### src/rtl/rgb_led_pwm_pkg.sv
// Shared constants for the RGB LED PWM block.
// Holds the register word offsets, the CTRL field layout, the period maximum helper and
// the byte-enable mask helper used by the bus decode.
package rgb_led_pwm_pkg;

   // Word index = device_addr_i[7:2]
   localparam int unsigned AddrWordLsb = 2;
   localparam int unsigned AddrWordMsb = 7;

   localparam logic [5:0] CtrlWord     = 6'h00;  // byte offset 0x00
   localparam logic [5:0] StatusWord   = 6'h01;  // byte offset 0x04
   localparam logic [5:0] DutyWordBase = 6'h10;  // byte offset 0x40

   // CTRL field positions
   localparam int unsigned CtrlEnableBit   = 0;
   localparam int unsigned CtrlPrescaleLsb = 16;
   localparam int unsigned PrescaleWidth   = 16;

   typedef struct packed {
      logic [PrescaleWidth-1:0] prescale;
      logic                     enable;
   } ctrl_t;

   // Last period counter value; a period is period_max + 1 ticks so that duty = all-ones
   // stays high for the whole period.
   function automatic int unsigned period_max(input int unsigned cnt_width);
      return (32'd1 << cnt_width) - 32'd2;
   endfunction

   function automatic logic [31:0] be_to_mask(input logic [3:0] be);
      return {{8{be[3]}}, {8{be[2]}}, {8{be[1]}}, {8{be[0]}}};
   endfunction

endpackage

### src/rtl/pwm_channel.sv
// One PWM channel: software-visible shadow duty, active duty reloaded at period boundaries
// (or continuously while disabled), and the registered compare output.
// Ports:
//   clk_i, rst_ni  clock, asynchronous active-low reset
//   enable_i       block enable (CTRL.enable)
//   load_i         period boundary strobe; active duty takes the shadow value
//   wr_en_i        shadow write strobe, wr_data_i already byte-merged
//   cnt_i          shared period counter
//   shadow_o       shadow duty for register readback
//   pwm_o          registered PWM output, active-high
module pwm_channel
   import rgb_led_pwm_pkg::*;
#(
   parameter int unsigned CntWidth = 8
) (
   input  logic                clk_i,
   input  logic                rst_ni,
   input  logic                enable_i,
   input  logic                load_i,
   input  logic                wr_en_i,
   input  logic [CntWidth-1:0] wr_data_i,
   input  logic [CntWidth-1:0] cnt_i,
   output logic [CntWidth-1:0] shadow_o,
   output logic                pwm_o
);

   logic [CntWidth-1:0] shadow_q, shadow_d;
   logic [CntWidth-1:0] active_q, active_d;
   logic                pwm_q, pwm_d;

   always_comb begin
      shadow_d = shadow_q;
      active_d = active_q;
      if (wr_en_i) begin
         shadow_d = wr_data_i;
      end
      // Loads the pre-write shadow, so a write coinciding with a boundary waits a period
      if (!enable_i || load_i) begin
         active_d = shadow_q;
      end
      pwm_d = enable_i && (cnt_i < active_q);
   end

   always_ff @(posedge clk_i or negedge rst_ni) begin
      if (!rst_ni) begin
         shadow_q <= '0;
         active_q <= '0;
         pwm_q    <= 1'b0;
      end else begin
         shadow_q <= shadow_d;
         active_q <= active_d;
         pwm_q    <= pwm_d;
      end
   end

   assign shadow_o = shadow_q;
   assign pwm_o    = pwm_q;

endmodule

### src/rtl/rgb_led_pwm.sv
// RGB LED PWM controller with a simple request/response register bus.
// A prescaler divides the clock into ticks; a period counter runs 0..period_max on ticks and
// is shared by NumChannels pwm_channel instances.
// Ports:
//   clk_sys_i, rst_sys_ni     clock, asynchronous active-low reset
//   device_req_i/addr/we/be/wdata   register access request
//   device_rvalid_o/rdata_o   response one cycle after each request (writes read 0)
//   pwm_o                     PWM outputs, active-high
module rgb_led_pwm
   import rgb_led_pwm_pkg::*;
#(
   parameter int unsigned NumChannels = 12,
   parameter int unsigned CntWidth    = 8
) (
   input  logic                   clk_sys_i,
   input  logic                   rst_sys_ni,
   input  logic                   device_req_i,
   input  logic [31:0]            device_addr_i,
   input  logic                   device_we_i,
   input  logic [3:0]             device_be_i,
   input  logic [31:0]            device_wdata_i,
   output logic                   device_rvalid_o,
   output logic [31:0]            device_rdata_o,
   output logic [NumChannels-1:0] pwm_o
);

   localparam logic [CntWidth-1:0] PeriodMax = CntWidth'(period_max(CntWidth));

   logic [5:0]  word_idx;
   logic [31:0] be_mask;
   logic        wr_en;

   assign word_idx = device_addr_i[AddrWordMsb:AddrWordLsb];
   assign be_mask  = be_to_mask(device_be_i);
   assign wr_en    = device_req_i & device_we_i;

   // Only some address/data/mask bits are decoded; fold the rest into a sink
   logic unused_bits;
   logic [31:0] ctrl_merged;
   assign unused_bits = ^{device_addr_i, device_wdata_i, be_mask, ctrl_merged};

   // ---------------------------------------------------------------------------------------
   // CTRL register
   // ---------------------------------------------------------------------------------------
   ctrl_t       ctrl_q, ctrl_d;
   logic [31:0] ctrl_word;

   always_comb begin
      ctrl_word = '0;
      ctrl_word[CtrlEnableBit]                   = ctrl_q.enable;
      ctrl_word[CtrlPrescaleLsb +: PrescaleWidth] = ctrl_q.prescale;
      ctrl_merged = (ctrl_word & ~be_mask) | (device_wdata_i & be_mask);
      ctrl_d = ctrl_q;
      if (wr_en && (word_idx == CtrlWord)) begin
         ctrl_d.enable   = ctrl_merged[CtrlEnableBit];
         ctrl_d.prescale = ctrl_merged[CtrlPrescaleLsb +: PrescaleWidth];
      end
   end

   // ---------------------------------------------------------------------------------------
   // Prescaler and period counter
   // ---------------------------------------------------------------------------------------
   logic [PrescaleWidth-1:0] pre_cnt_q, pre_cnt_d;
   logic [CntWidth-1:0]      per_cnt_q, per_cnt_d;
   logic                     tick;
   logic                     load;

   always_comb begin
      pre_cnt_d = '0;
      per_cnt_d = '0;
      tick      = 1'b0;
      if (ctrl_q.enable) begin
         tick = (pre_cnt_q == ctrl_q.prescale);
         // ">=" lets a shrunk prescale wrap to 0 without producing a tick
         pre_cnt_d = (pre_cnt_q >= ctrl_q.prescale) ? '0 : pre_cnt_q + 1'b1;
         per_cnt_d = per_cnt_q;
         if (tick) begin
            per_cnt_d = (per_cnt_q == PeriodMax) ? '0 : per_cnt_q + 1'b1;
         end
      end
   end

   assign load = tick && (per_cnt_q == PeriodMax);

   // ---------------------------------------------------------------------------------------
   // Channels
   // ---------------------------------------------------------------------------------------
   logic [CntWidth-1:0]    shadow     [NumChannels];
   logic [CntWidth-1:0]    duty_wdata [NumChannels];
   logic [NumChannels-1:0] duty_we;

   for (genvar i = 0; i < NumChannels; i++) begin : g_chan
      assign duty_we[i]    = wr_en && (word_idx == DutyWordBase + 6'(i));
      assign duty_wdata[i] = (shadow[i] & ~be_mask[CntWidth-1:0]) |
                             (device_wdata_i[CntWidth-1:0] & be_mask[CntWidth-1:0]);

      pwm_channel #(
         .CntWidth (CntWidth)
      ) u_chan (
         .clk_i     (clk_sys_i),
         .rst_ni    (rst_sys_ni),
         .enable_i  (ctrl_q.enable),
         .load_i    (load),
         .wr_en_i   (duty_we[i]),
         .wr_data_i (duty_wdata[i]),
         .cnt_i     (per_cnt_q),
         .shadow_o  (shadow[i]),
         .pwm_o     (pwm_o[i])
      );
   end

   // ---------------------------------------------------------------------------------------
   // Read response
   // ---------------------------------------------------------------------------------------
   logic        rvalid_q;
   logic [31:0] rdata_q, rdata_d;

   always_comb begin
      rdata_d = '0;
      if (device_req_i && !device_we_i) begin
         if (word_idx == CtrlWord) begin
            rdata_d = ctrl_word;
         end else if (word_idx == StatusWord) begin
            rdata_d = 32'(per_cnt_q);
         end
         for (int i = 0; i < NumChannels; i++) begin
            if (word_idx == DutyWordBase + 6'(i)) begin
               rdata_d = 32'(shadow[i]);
            end
         end
      end
   end

   always_ff @(posedge clk_sys_i or negedge rst_sys_ni) begin
      if (!rst_sys_ni) begin
         ctrl_q    <= '0;
         pre_cnt_q <= '0;
         per_cnt_q <= '0;
         rvalid_q  <= 1'b0;
         rdata_q   <= '0;
      end else begin
         ctrl_q    <= ctrl_d;
         pre_cnt_q <= pre_cnt_d;
         per_cnt_q <= per_cnt_d;
         rvalid_q  <= device_req_i;
         rdata_q   <= rdata_d;
      end
   end

   assign device_rvalid_o = rvalid_q;
   assign device_rdata_o  = rdata_q;

endmodule

### config.mk
export PLATFORM = sky130hd
export DESIGN_NAME = rgb_led_pwm
export DESIGN_NICKNAME = d
export VERILOG_FILES = /design/src/rtl/rgb_led_pwm_pkg.sv /design/src/rtl/pwm_channel.sv /design/src/rtl/rgb_led_pwm.sv
export SDC_FILE = /design/constraint.sdc
export NUM_CORES = 1
export LEC_CHECK = 0
export BUFFER_PORTS_ARGS = -buffer_cell sky130_fd_sc_hd__buf_4
export CAP_MARGIN = 20
export CELL_PAD_IN_SITES_DETAIL_PLACEMENT = 1
export CELL_PAD_IN_SITES_GLOBAL_PLACEMENT = 2
export CORE_ASPECT_RATIO = 0.5
export CORE_UTILIZATION = 44
export DETAILED_ROUTE_END_ITERATION = 6
export GPL_TIMING_DRIVEN = 0
export PLACE_DENSITY_LB_ADDON = 0.1
export SYNTH_ARGS = -nofsm -noshare
export SYNTH_HDL_FRONTEND = slang
export SYNTH_SLANG_ARGS = --single-unit
### constraint.sdc
create_clock -name clk_sys_i -period 5.4 [get_ports clk_sys_i]
set_input_delay 0.54 -clock clk_sys_i [delete_from_list [all_inputs] [get_ports clk_sys_i]]
set_output_delay 0.54 -clock clk_sys_i [all_outputs]
set_load 0.05 [all_outputs]
==> metrics.md, run 1 <==
| Metric | Value |
|---|---|
| Int Pwr | 0.00343 W |
| Share of the core filled with cells in the final layout | 52.6% |
| Most frequently used flop master after synthesis | sky130_fd_sc_hd__dfrtp_1 |
| Internal reg-to-reg setup slack | 1650 ps |
| Design Power | 0.00462 W |
| RSZ-0062 raised after global routing | no |
| Antenna violation net count after detailed routing | 0 |
| Hold path start | device_req_i |
| Worst setup path class | register to register |
| Cell count after synthesis | 1219 |
| Global-route wire length before repair | 61.5 mm |
| Global route total overflow | 0 |
| Logic gate share of total power | 11.0% |
| Die Footprint | 32700 µm² |
| Crit-path leading delay family | buffers and inverters |
| Clock latency on the worst-skew pair | 560 ps |
| Count of routing violations after the opening detailed-route iteration | 567 |
| Final max-slew violation count | 0 |
| Core area | 30900 µm² |
| Area of the mapped netlist | 14100 µm² |
| Final RePlAce weighted congestion | 0.870 |
| Crit. End Element | register |
| Root Buffer | sky130_fd_sc_hd__clkbuf_16 |
| Antenna violations before repair | 1 |
| Area of all placed cells without fillers | 16200 µm² |
| Number of enable flip-flop cells after synthesis | 0 |
| Growth of design area from synthesis to finish | 15.4% |
| Top cell by count, worst path | sky130_fd_sc_hd__clkbuf_1 |
| Worst Skew | 17.1 ps |
| Initial standard-cell utilization of the core | 45.6% |
| Clock-pin slew reported for the worst setup and hold paths after clock tree synthesis | 70 ps |
| Post-route clock period utilization | 69.4% |
| Share of power burned in the clock network | 41.9% |
| Average footprint of a synthesized cell | 11.5 µm² |
| Max-cap viol count | 0 |
| Worst slew slack as a fraction of its limit | 29.6% |
| Fill cells | 3311 |
| Detailed-route wire length per cell | 22.2 µm |
| Final net count | 1507 |
| Critical path peak fanout | 10 |
| Worst IR Drop VDD | 0.177 mV |
| Power density over the cells | 284 nW/µm² |
| Via density | 5.55 |
| Area of the multi-input gates | 6490 µm² |
| Worst Hold End | device_rvalid_o |
| Portion of the post-synthesis area used by sequential elements | 48.0% |
| Number of warning messages in the yosys log | 0 |
| RR Endpoint | g_chan[3].u_chan.active_q[2] |
| Sequential power share | 47.1% |
| Leakage power total | 7.94 nW |
| Achievable frequency | 267 MHz |
| Non-filler cells in the finished layout | 1773 |
| Fraction of final layout cells with drive strength greater than 1 | 25.1% |
| Standard-cell row count | 45 |
| Post-cts repair resize count | 0 |
| Count of endpoints failing setup in the final report | 0 |
| Reg2Reg Launch Point | per_cnt_q[0] |
| Number of cells on the worst hold path | 1 |
| Sequential cell area in the final layout | 6760 µm² |
| CP required | 5830 ps |
| WP buf/inv | 4 |
| Outcome | finished, final reports clean |
| Sequence of cells on the critical path | clkbuf_1 -> clkbuf_1 -> inv_1 -> ha_1 -> nand2_1 -> o31ai_4 -> nand2_2 -> clkbuf_1 -> mux2_2 |
| Number of buffers added by the clock tree synthesis step | 26 |
| Ports placed on the boundary | 117 |
| Count of unique library cells instantiated by Yosys | 58 |
| Aggregate negative setup slack | 0 ps |
| TritonCTS clock tree | yes |
| Height of the chip | 128 µm |
| Switching Share | 25.7% |
| Path depth of the worst reg2reg path | 9 |
| Placed cells | 1726 |
| Vias post-DR | 9837 |
| Final critical-path required period | 3750 ps |
| Post-DP HPWL | 28.8 mm |
| Max stage delay on crit path | 750 ps |
| Hold-fix buffers at CTS | 1 |
| Buffer levels on the longest clock path | 3 |
| Die width | 255 µm |
| CTS HTree Levels | 1 |
| Number of gates on the worst path with buffers counted | 9 |
| Actual slew at the worst max-slew pin | 1060 ps |
| Clock sinks | 270 |
| Number of detailed-routing iterations run before antenna repair | 4 |
| Final hold viol count | 0 |
| Category of the worst setup path launch point | register |
| Data arrival at the endpoint of the critical path | 4180 ps |
| Path category of the worst min-delay check | input pin to register |
| Global-route usage over all layers | 25.0% |
| Input/output buffers | 70 |
| Post-route DRC violation count | 0 |
| Post-synthesis sequential element count | 270 |
| Async set-reset flop share out of synthesis | 100% |
| Via count of the first global-routing pass | 10500 |
| Critical Path Slowest Stage Cell | sky130_fd_sc_hd__clkbuf_1 |
| Net Sw Power | 0.00119 W |
| Detailed Route WL | 39.4 mm |
| Placed Instance Area | 15300 µm² |
| Largest net degree at the start of global routing | 112 |
| Post-CTS setup buffers | 0 |
logic make-up after synthesis:
| family | synth area share (%) |
|---|---|
| fa+ha+maj | 9.16 |
| xor+xnor | 0.872 |
| other cells | 0.0267 |
| flops | 48.0 |
| simple gates | 10.4 |
| buf+inv | 6.00 |
| compound gates | 9.25 |
| mux | 16.3 |
metal layers:
| metal | track usage (%) | up-vias | share of wire, % |
|---|---|---|---|
| met2 | 41.0 | 175 | 47 |
| met3 | 4.63 | 58 | 4.0 |
| li1 | - | 4475 | - |
| met5 | 0 | - | 0 |
| met4 | 6.13 | 0 | 2.4 |
| met1 | 34.5 | 5129 | 47 |
worst reg2reg max path: cells and delay by family, from the launching register on:
kind	cells	cell delay (ps)
adders and majority gates	1	240
AOI/OAI and AO/OA	1	110
muxes	1	430
DFF	1	350
buffers and inverters	4	2220
and+or+nand+nor	2	290
layout make-up:
| type | instances | area share, % |
|---|---|---|
| Clock buffer | 33 | 4.55 |
| Clock inverter | 12 | 0.855 |
| Sequential cell | 270 | 41.6 |
| Antenna cell | 1 | 0.0154 |
| Timing Repair Buffer | 78 | 4.53 |
| Tap cell | 423 | 3.26 |
| Inverter | 110 | 2.54 |
| Buffer | 74 | 2.65 |
| Multi-Input combinational cell | 772 | 40.0 |
worst max-delay path by stage:
stage | to | startpoint
2_1_floorplan | g_chan[0].u_chan.active_q[7] | per_cnt_q[0]
3_3_place_gp | g_chan[5].u_chan.active_q[6] | rst_sys_ni
3_5_place_dp | g_chan[3].u_chan.active_q[2] | per_cnt_q[0]
4_1_cts | g_chan[7].u_chan.active_q[5] | per_cnt_q[0]
5_1_grt | g_chan[7].u_chan.active_q[5] | per_cnt_q[0]
6_report | g_chan[3].u_chan.active_q[2] | per_cnt_q[0]
cells in the final DEF, fill, tap and decap left out, types with 3 or more instances in the layout:
cell                        Yosys  routed
sky130_fd_sc_hd__buf_2         17      17
sky130_fd_sc_hd__a31oi_1       20      20
sky130_fd_sc_hd__clkbuf_16      0      27
sky130_fd_sc_hd__bufinv_16      0       3
sky130_fd_sc_hd__and2_1        18      18
sky130_fd_sc_hd__inv_1        110     110
sky130_fd_sc_hd__dfrtp_1      270     270
sky130_fd_sc_hd__nand4b_1      13      13
sky130_fd_sc_hd__mux2_1        44      44
sky130_fd_sc_hd__and3_1        10      10
sky130_fd_sc_hd__xor2_1         9       9
sky130_fd_sc_hd__ha_1         103     103
sky130_fd_sc_hd__buf_4         21      90
sky130_fd_sc_hd__a21o_1        55      55
sky130_fd_sc_hd__xnor2_1        5       5
sky130_fd_sc_hd__o211a_1       13      13
sky130_fd_sc_hd__clkbuf_1      27      29
sky130_fd_sc_hd__nand3_1       41      41
sky130_fd_sc_hd__clkbuf_8       0       4
sky130_fd_sc_hd__nand4_1       12      12
sky130_fd_sc_hd__o221ai_1       7       7
sky130_fd_sc_hd__nand2_1       67      67
sky130_fd_sc_hd__a21oi_1       16      16
sky130_fd_sc_hd__mux2_2       149     149
sky130_fd_sc_hd__a32oi_1        8       8
sky130_fd_sc_hd__nor3_1         4       4
sky130_fd_sc_hd__conb_1         1       8
sky130_fd_sc_hd__clkinv_2       0       8
sky130_fd_sc_hd__o21ai_0       44      44
sky130_fd_sc_hd__buf_6          7       7
sky130_fd_sc_hd__nor2b_1        4       4
sky130_fd_sc_hd__nor2_1        40      40
sky130_fd_sc_hd__nor2_2         3       3
sky130_fd_sc_hd__nand2b_1      22      22
sky130_fd_sc_hd__mux2i_1        7       7
sky130_fd_sc_hd__buf_16         0       7
sky130_fd_sc_hd__o211ai_1      10      10
sky130_fd_sc_hd__o31ai_1        3       3
synth_stat cells, drive strengths merged, types with 7 or more instances:
cell	n	area [µm²]
and3	10	62.6
o211a	13	130
o211ai	10	75.1
mux2i	7	70.1
nand3	42	215
a21o	55	413
ha	103	1290
mux2	193	2170
nand2	69	264
o221ai	7	61.3
nand4	16	143
nor2	45	191
o21ai	44	220
a32oi	8	70.1
nand4b	13	114
inv	110	413
and2	20	128
clkbuf	27	101
xor2	9	78.8
a21oi	16	80.1
buf	47	329
dfrtp	270	6760
nand2b	22	138
a31oi	20	125
per-stage QoR:
stage / setup WS (ps) / hold WS (ps)
5_1_grt: 1580 / 162
3_3_place_gp: 1470 / 470
6_report: 1650 / 171
3_5_place_dp: 1720 / 477
2_1_floorplan: 3250 / 244
4_1_cts: 1710 / 152
power by group through the flow:
stage,sequential (W),combinational (W),clock (W)
5_1_grt,0.00219,0.000558,0.00206
2_1_floorplan,0.00219,0.000317,0
3_5_place_dp,0.00221,0.000509,0
4_1_cts,0.00218,0.000512,0.00197
3_3_place_gp,0.00221,0.000481,0
6_report,0.00218,0.000507,0.00193
(Power assumes the default switching activity.)
==> run 2: changes to the inputs <==
Settings changed: CORE_UTILIZATION 44 to 37.
Clock period 5.4 ns to 3.21 ns, I/O delays scaled along.
==> run 2 against run 1 <==
  * Register-to-register slack worse by 1300 ps
  * Power up 71%
  * Clock skew down 4.5 ps
  * Sequential power up 68%
  * Worst hold slack worse by 140 ps
  * Fmax up 29%
  * Global-route usage down 3.3 points
  * Wire length up 3.3%
  * Final cell count up 4.9%
  * Sequential share of layout area down 0.76 points
  * Combinational power up 72%
  * Final area up 1.9%
  * Critical path type unchanged
  * Largest cell class unchanged
  * Highest routed layer unchanged
==> metrics.md, run 2 (synthesis results as in run 1) <==
| Metric | Value |
|---|---|
| Outcome | finished, final reports clean |
| Clock latency on the worst-skew pair | 550 ps (about the same) |
| Path category of the worst min-delay check | input pin to register |
| Fill cells | 4011 (+21%) |
| Largest net degree at the start of global routing | 116 (+3.6%) |
| Count of endpoints failing setup in the final report | 0 (unchanged) |
| WP buf/inv | 5 (+1) |
| Top Metal Used | met4 |
| Initial standard-cell utilization of the core | 37.6% (-8.0 points) |
| Power density over the cells | 478 nW/µm² (+68%) |
| Die Footprint | 38800 µm² (+19%) |
| Launching element of the worst setup path | per_cnt_q[0] |
| Via density | 5.24 (-5.5%) |
| Detailed Route WL | 40.7 mm (+3.3%) |
| Sequence of cells on the critical path | clkbuf_2 -> clkbuf_1 -> inv_1 -> ha_1 -> nand2_1 -> o31ai_4 -> nand2_2 -> buf_6 -> buf_6 -> mux2_1 |
| Achievable frequency | 344 MHz (+29%) |
| Post-route DRC violation count | 0 (unchanged) |
| Critical Path Slowest Stage Cell | sky130_fd_sc_hd__clkbuf_1 |
| Diode count | 0 (-1) |
| Wire length on met2 | 18.8 mm (+2.4%) |
| Placed Instance Area | 15400 µm² (+0.68%) |
| Worst Skew | 12.6 ps (-4.52 ps) |
| Input/output buffers | 70 (unchanged) |
| Post-route clock period utilization | 90.5% (+21 points) |
| Final hold viol count | 0 (unchanged) |
| Area of all placed cells without fillers | 16500 µm² (+1.9%) |
| Clock sinks | 270 (unchanged) |
| Growth of design area from synthesis to finish | 17.6% |
| Final net count | 1525 (+1.2%) |
| Internal reg-to-reg setup slack | 300 ps (-1350 ps) |
| Global-route usage over all layers | 21.8% (-3.3 points) |
| Antenna violation net count after detailed routing | 0 (unchanged) |
| Actual slew at the worst max-slew pin | 1140 ps (+84.5 ps) |
| Max-cap viol count | 0 (unchanged) |
| Clock-pin slew reported for the worst setup and hold paths after clock tree synthesis | 70 ps (about the same) |
| Metal3 WL | 1.47 mm (-6.0%) |
| Antenna violations before repair | 4 (+3) |
| Final max-slew violation count | 0 (unchanged) |
| TritonCTS clock tree | yes |
| Count of routing violations after the opening detailed-route iteration | 507 (-11%) |
| Via count of the first global-routing pass | 10600 (+0.57%) |
| Standard-cell row count | 50 (+11%) |
| Commonest non-fill, non-tap cell in the layout | sky130_fd_sc_hd__dfrtp_1 |
| Top cell by count, worst path | sky130_fd_sc_hd__buf_6 |
| Critical path peak fanout | 10 (unchanged) |
| Number of cells on the worst hold path | 2 (+1) |
| Crit-path leading delay family | buffers and inverters |
| Die width | 278 µm (+9.0%) |
| Max stage delay on crit path | 570 ps (-180 ps) |
| Post-CTS setup buffers | 0 (unchanged) |
| Root Buffer | sky130_fd_sc_hd__clkbuf_16 |
| Global route total overflow | 0 (unchanged) |
| CTS HTree Levels | 1 (unchanged) |
| Worst IR Drop VDD | 0.305 mV (+72%) |
| Fraction of final layout cells with drive strength greater than 1 | 25.0% (-0.092 points) |
| Number of buffers added by the clock tree synthesis step | 27 (+3.8%) |
| Final critical-path required period | 2910 ps (-844 ps) |
| Data arrival at the endpoint of the critical path | 3330 ps (-850 ps) |
| Hold path start | device_wdata_i[23] |
| Global-route wire length before repair | 64.2 mm (+4.4%) |
| Vias post-DR | 9747 (-0.91%) |
| Core area | 37400 µm² (+21%) |
| RR Endpoint | g_chan[0].u_chan.active_q[1] |
| Path depth of the worst reg2reg path | 10 (+1) |
| Detailed-route wire length per cell | 21.9 µm (-1.5%) |
| RSZ-0062 raised after global routing | no |
| Post-DP HPWL | 30.0 mm (+4.1%) |
| Buffer levels on the longest clock path | 3 (unchanged) |
| Number of detailed-routing iterations run before antenna repair | 5 (+1) |
| Most used cells in the layout excluding fill and tap cells | sky130_fd_sc_hd__dfrtp_1 (270), sky130_fd_sc_hd__mux2_2 (149), sky130_fd_sc_hd__inv_1 (110) |
| Final RePlAce weighted congestion | 0.875 (+0.56%) |
| Length of routed wiring on met1 | 19.6 mm (+6.1%) |
| Worst slew slack as a fraction of its limit | 23.9% (-5.6 points) |
| Height of the chip | 140 µm (+8.9%) |
| Category of the worst setup path launch point | register |
| Worst setup path class | register to register |
| Leakage power total | 8.04 nW (+1.3%) |
| Reg2Reg Launch Point | per_cnt_q[0] |
| CP required | 3640 ps (-2190 ps) |
| Share of the core filled with cells in the final layout | 44.2% (-8.4 points) |
| Crit. End Element | register |
| Ports placed on the boundary | 117 (unchanged) |
-- run 2: changes by cell type in the layout (fill, tap and decap cells not counted) --
cell                            change
sky130_fd_sc_hd__dlygate4sd3_1     +16
sky130_fd_sc_hd__clkbuf_1           -2
sky130_fd_sc_hd__diode_2            -1
sky130_fd_sc_hd__bufinv_16          +1
sky130_fd_sc_hd__clkbuf_8           +2
sky130_fd_sc_hd__clkinv_2           -5
sky130_fd_sc_hd__clkinv_4           -1
sky130_fd_sc_hd__buf_8              +1
sky130_fd_sc_hd__clkbuf_2           +5
-- run 2: worst max-delay path by stage --
stage | endpoint | slack, ps | cells past startpoint
floorplan | g_chan[0].u_chan.active_q[7] | 1060 | 9
global placement | g_chan[4].u_chan.active_q[6] | -590 | 1
detailed placement | g_chan[7].u_chan.active_q[4] | -440 | 9
CTS | g_chan[9].u_chan.active_q[1] | 90 | 9
global route | g_chan[7].u_chan.active_q[4] | 130 | 9
finish | g_chan[0].u_chan.active_q[1] | 300 | 10
-- run 2: layout make-up --
type | instances | area, µm² | area share, %
timing repair buffer | 95 | 911 | 5.51
buffer | 74 | 437 | 2.64
clock buffer | 38 | 777 | 4.70
tap | 494 | 618 | 3.74
sequential | 270 | 6760 | 40.9
inverter | 110 | 413 | 2.50
clock inverter | 7 | 135 | 0.817
multi-input combinational | 772 | 6490 | 39.2
-- run 2: what timing repair did --
action | in CTS | in global routing
endpoints found under the setup margin | 92 | 10
endpoints found under the hold margin | 85 | 0
resized for setup | 4 | 2
gates cloned | 0 | 0
hold buffers | 17 | 0
-- run 2: report_power, final --
part           internal (W)  switching, W  total [W]
clock network       0.00199       0.00138    0.00337
logic              0.000364      0.000506   0.000870
registers           0.00356      0.000103    0.00366
total               0.00591       0.00199    0.00790
-- run 2: per-stage QoR --
stage	hold WS [ps]	power (W)	instances	setup TNS (ps)	setup WS, ps
finish	26.3	0.00790	1860	0	305
global route	11.0	0.00823	1860	0	130
CTS	3.17	0.00802	1860	0	88.8
detailed placement	324	0.00459	1798	-16080	-437
global placement	471	0.00455	1790	-162540	-586
floorplan	25.4	0.00422	1226	0	1060
-- run 2: worst reg2reg max path: cells and delay by family (launching register included) --
family,cells,cell delay (ps)
buffers and inverters,5,1470
flip-flops,1,360
multiplexers,1,340
AND/OR/NAND/NOR,2,270
adder cells (fa/ha/maj),1,240
AO/OA/AOI/OAI,1,100
-- run 2: routing by layer --
metal	up-vias	track usage (%)
met5	-	0
met4	0	4.42
met3	54	3.22
met2	165	35.4
met1	5011	30.8
li1	4517	-
==> run 3: changes to the inputs <==
Settings changed: GPL_TIMING_DRIVEN 0 to not set, HOLD_SLACK_MARGIN set to 0.12.
==> run 3 against run 2 <==
  * First-iteration DRC count down 12%
  * Clock-buffer cell count up 2
  * Core utilization down 0.57 points
  * Non-clock buffer count down 46
  * Sequential power about the same
  * Fmax up 23%
  * Register-to-register slack better by 540 ps
  * Critical path type unchanged
  * Largest power group unchanged
==> metrics.md, run 3 (synthesis results as in run 1) <==
| Metric | Value |
|---|---|
| Clock-pin slew reported for the worst setup and hold paths after clock tree synthesis | 60 ps (about the same) |
| Hold-fix buffers at CTS | 20 (+3) |
| Path category of the worst min-delay check | input pin to register |
| Antenna violation net count after detailed routing | 0 (unchanged) |
| Category of the worst setup path launch point | register |
| Achievable frequency | 423 MHz (+23%) |
| Die width | 278 µm (unchanged) |
| Detailed-route wire length per cell | 21.4 µm (-2.0%) |
| Global-route wire length before repair | 62.0 mm (-3.5%) |
| Critical path peak fanout | 57 (+47) |
| Launching element of the worst setup path | pre_cnt_q[2] |
| Count of routing violations after the opening detailed-route iteration | 445 (-12%) |
| Post-route clock period utilization | 73.6% (-17 points) |
| Data arrival at the endpoint of the critical path | 2810 ps (-520 ps) |
| Worst IR Drop VDD | 0.345 mV (+13%) |
| Outcome | finished, final reports clean |
| Input/output buffers | 73 (+4.3%) |
| Area of all placed cells without fillers | 16300 µm² (-1.3%) |
| Commonest non-fill, non-tap cell in the layout | sky130_fd_sc_hd__dfrtp_1 |
| RSZ-0062 raised after global routing | no |
| Placed Instance Area | 15100 µm² (-2.0%) |
| Power density over the cells | 493 nW/µm² (+3.3%) |
| Most used cells in the layout excluding fill and tap cells | sky130_fd_sc_hd__dfrtp_1 (270), sky130_fd_sc_hd__mux2_2 (149), sky130_fd_sc_hd__inv_1 (110) |
| Root Buffer | sky130_fd_sc_hd__clkbuf_16 |
| Antenna violations before repair | 0 (-4) |
| Final net count | 1480 (-3.0%) |
| Initial standard-cell utilization of the core | 37.6% (unchanged) |
| Detailed Route WL | 39.0 mm (-4.1%) |
| Vias post-DR | 9477 (-2.8%) |
| Global-route usage over all layers | 20.8% (-0.97 points) |
| Max-cap viol count | 0 (unchanged) |
| CTS HTree Levels | 1 (unchanged) |
| Core area | 37400 µm² (unchanged) |
| Post-DP HPWL | 26.9 mm (-10%) |
| Clock sinks | 270 (unchanged) |
| Clock latency on the worst-skew pair | 570 ps (+20 ps) |
| Buffer levels on the longest clock path | 3 (unchanged) |
| Fill cells | 4015 (+0.10%) |
| Die Footprint | 38800 µm² (unchanged) |
| Final critical-path required period | 2360 ps (-543 ps) |
| Count of endpoints failing setup in the final report | 0 (unchanged) |
| CP required | 3660 ps (+20 ps) |
| Number of buffers added by the clock tree synthesis step | 28 (+3.7%) |
| Post-route DRC violation count | 0 (unchanged) |
| Worst slew slack as a fraction of its limit | 48.2% (+24 points) |
| Growth of design area from synthesis to finish | 16.1% |
| Largest net degree at the start of global routing | 80 (-31%) |
| Global route total overflow | 0 (unchanged) |
| Diode count | 0 (unchanged) |
| Worst setup path class | register to register |
| Design Power | 0.00806 W (+2.0%) |
| Final RePlAce weighted congestion | 0.790 (-9.7%) |
| Fraction of final layout cells with drive strength greater than 1 | 24.4% (-0.53 points) |
| Final hold viol count | 0 (unchanged) |
| Height of the chip | 140 µm (unchanged) |
| Leakage power total | 7.92 nW (-1.6%) |
| TritonCTS clock tree | yes |
| Crit. End Element | register |
| Worst Skew | 17.4 ps (+4.81 ps) |
| Aggregate negative setup slack | 0 ps (unchanged) |
| Via density | 5.21 (-0.63%) |
| Share of the core filled with cells in the final layout | 43.6% (-0.57 points) |
| Number of detailed-routing iterations run before antenna repair | 4 (-1) |
| Post-cts repair resize count | 0 (-4) |
| Standard-cell row count | 50 (unchanged) |
| Reg2Reg Launch Point | pre_cnt_q[2] |
| Actual slew at the worst max-slew pin | 774 ps (-367 ps) |
| Ports placed on the boundary | 117 (unchanged) |
| Final max-slew violation count | 0 (unchanged) |
| Hold path start | device_wdata_i[2] |
| Via count of the first global-routing pass | 10300 (-2.4%) |
| Post-CTS setup buffers | 0 (unchanged) |
run 3: layout make-up:
class,count,area [µm²],area share (%)
clock buffer,40,837,5.13
clock inverter,11,155,0.950
inverter,110,413,2.53
multi-input combinational,772,6500,39.8
sequential,270,6760,41.4
tap,494,618,3.79
timing repair buffer,123,1040,6.39
run 3: critical path: stages, from the launching register on:
cell and delay (ps):
sky130_fd_sc_hd__dfrtp_1 440, sky130_fd_sc_hd__ha_1 340, sky130_fd_sc_hd__nand4_1 190, sky130_fd_sc_hd__o41ai_2 510
sky130_fd_sc_hd__nand2_4 120, sky130_fd_sc_hd__buf_12 220, sky130_fd_sc_hd__mux2_1 360
run 3: layer usage:
metal	global-route usage, %	part of all wire (%)	vias to the layer above
met5	0	0	-
met4	3.31	1.4	0
met3	3.32	3.7	39
met2	34.6	47	119
met1	29.0	48	4882
li1	-	-	4437
run 3: stage by stage:
| step | instances | hold WS (ps) | setup slack [ps] |
|---|---|---|---|
| floorplan | 1226 | 25.4 | 1060 |
| global placement | 1749 | 370 | 787 |
| detailed placement | 1749 | 377 | 766 |
| CTS | 1820 | 123 | 769 |
| global route | 1820 | 159 | 666 |
| finish | 1820 | 135 | 847 |
run 3: worst paths after layout:
| path | end | slack, ps | depth (start not counted) |
|---|---|---|---|
| hold reg to reg | g_chan[2].u_chan.active_q[3] | 480 | 2 |
| setup / recovery | g_chan[0].u_chan.active_q[6] | 850 | 6 |
| max in group asynchronous | async pin | 1990 | 3 |
| min in group asynchronous | device_rdata_o[25] | 350 | 2 |
| hold / removal | register | 130 | 3 |
| setup reg to reg | g_chan[0].u_chan.active_q[6] | 850 | 6 |
run 3: where the power goes:
group	leakage, nW	total, W	internal, W	switching [W]
Combinational	3.76	0.000832	0.000350	0.000482
Sequential	3.66	0.00366	0.00356	0.000102
Clock	0.496	0.00356	0.00212	0.00144
Total	7.92	0.00806	0.00603	0.00202
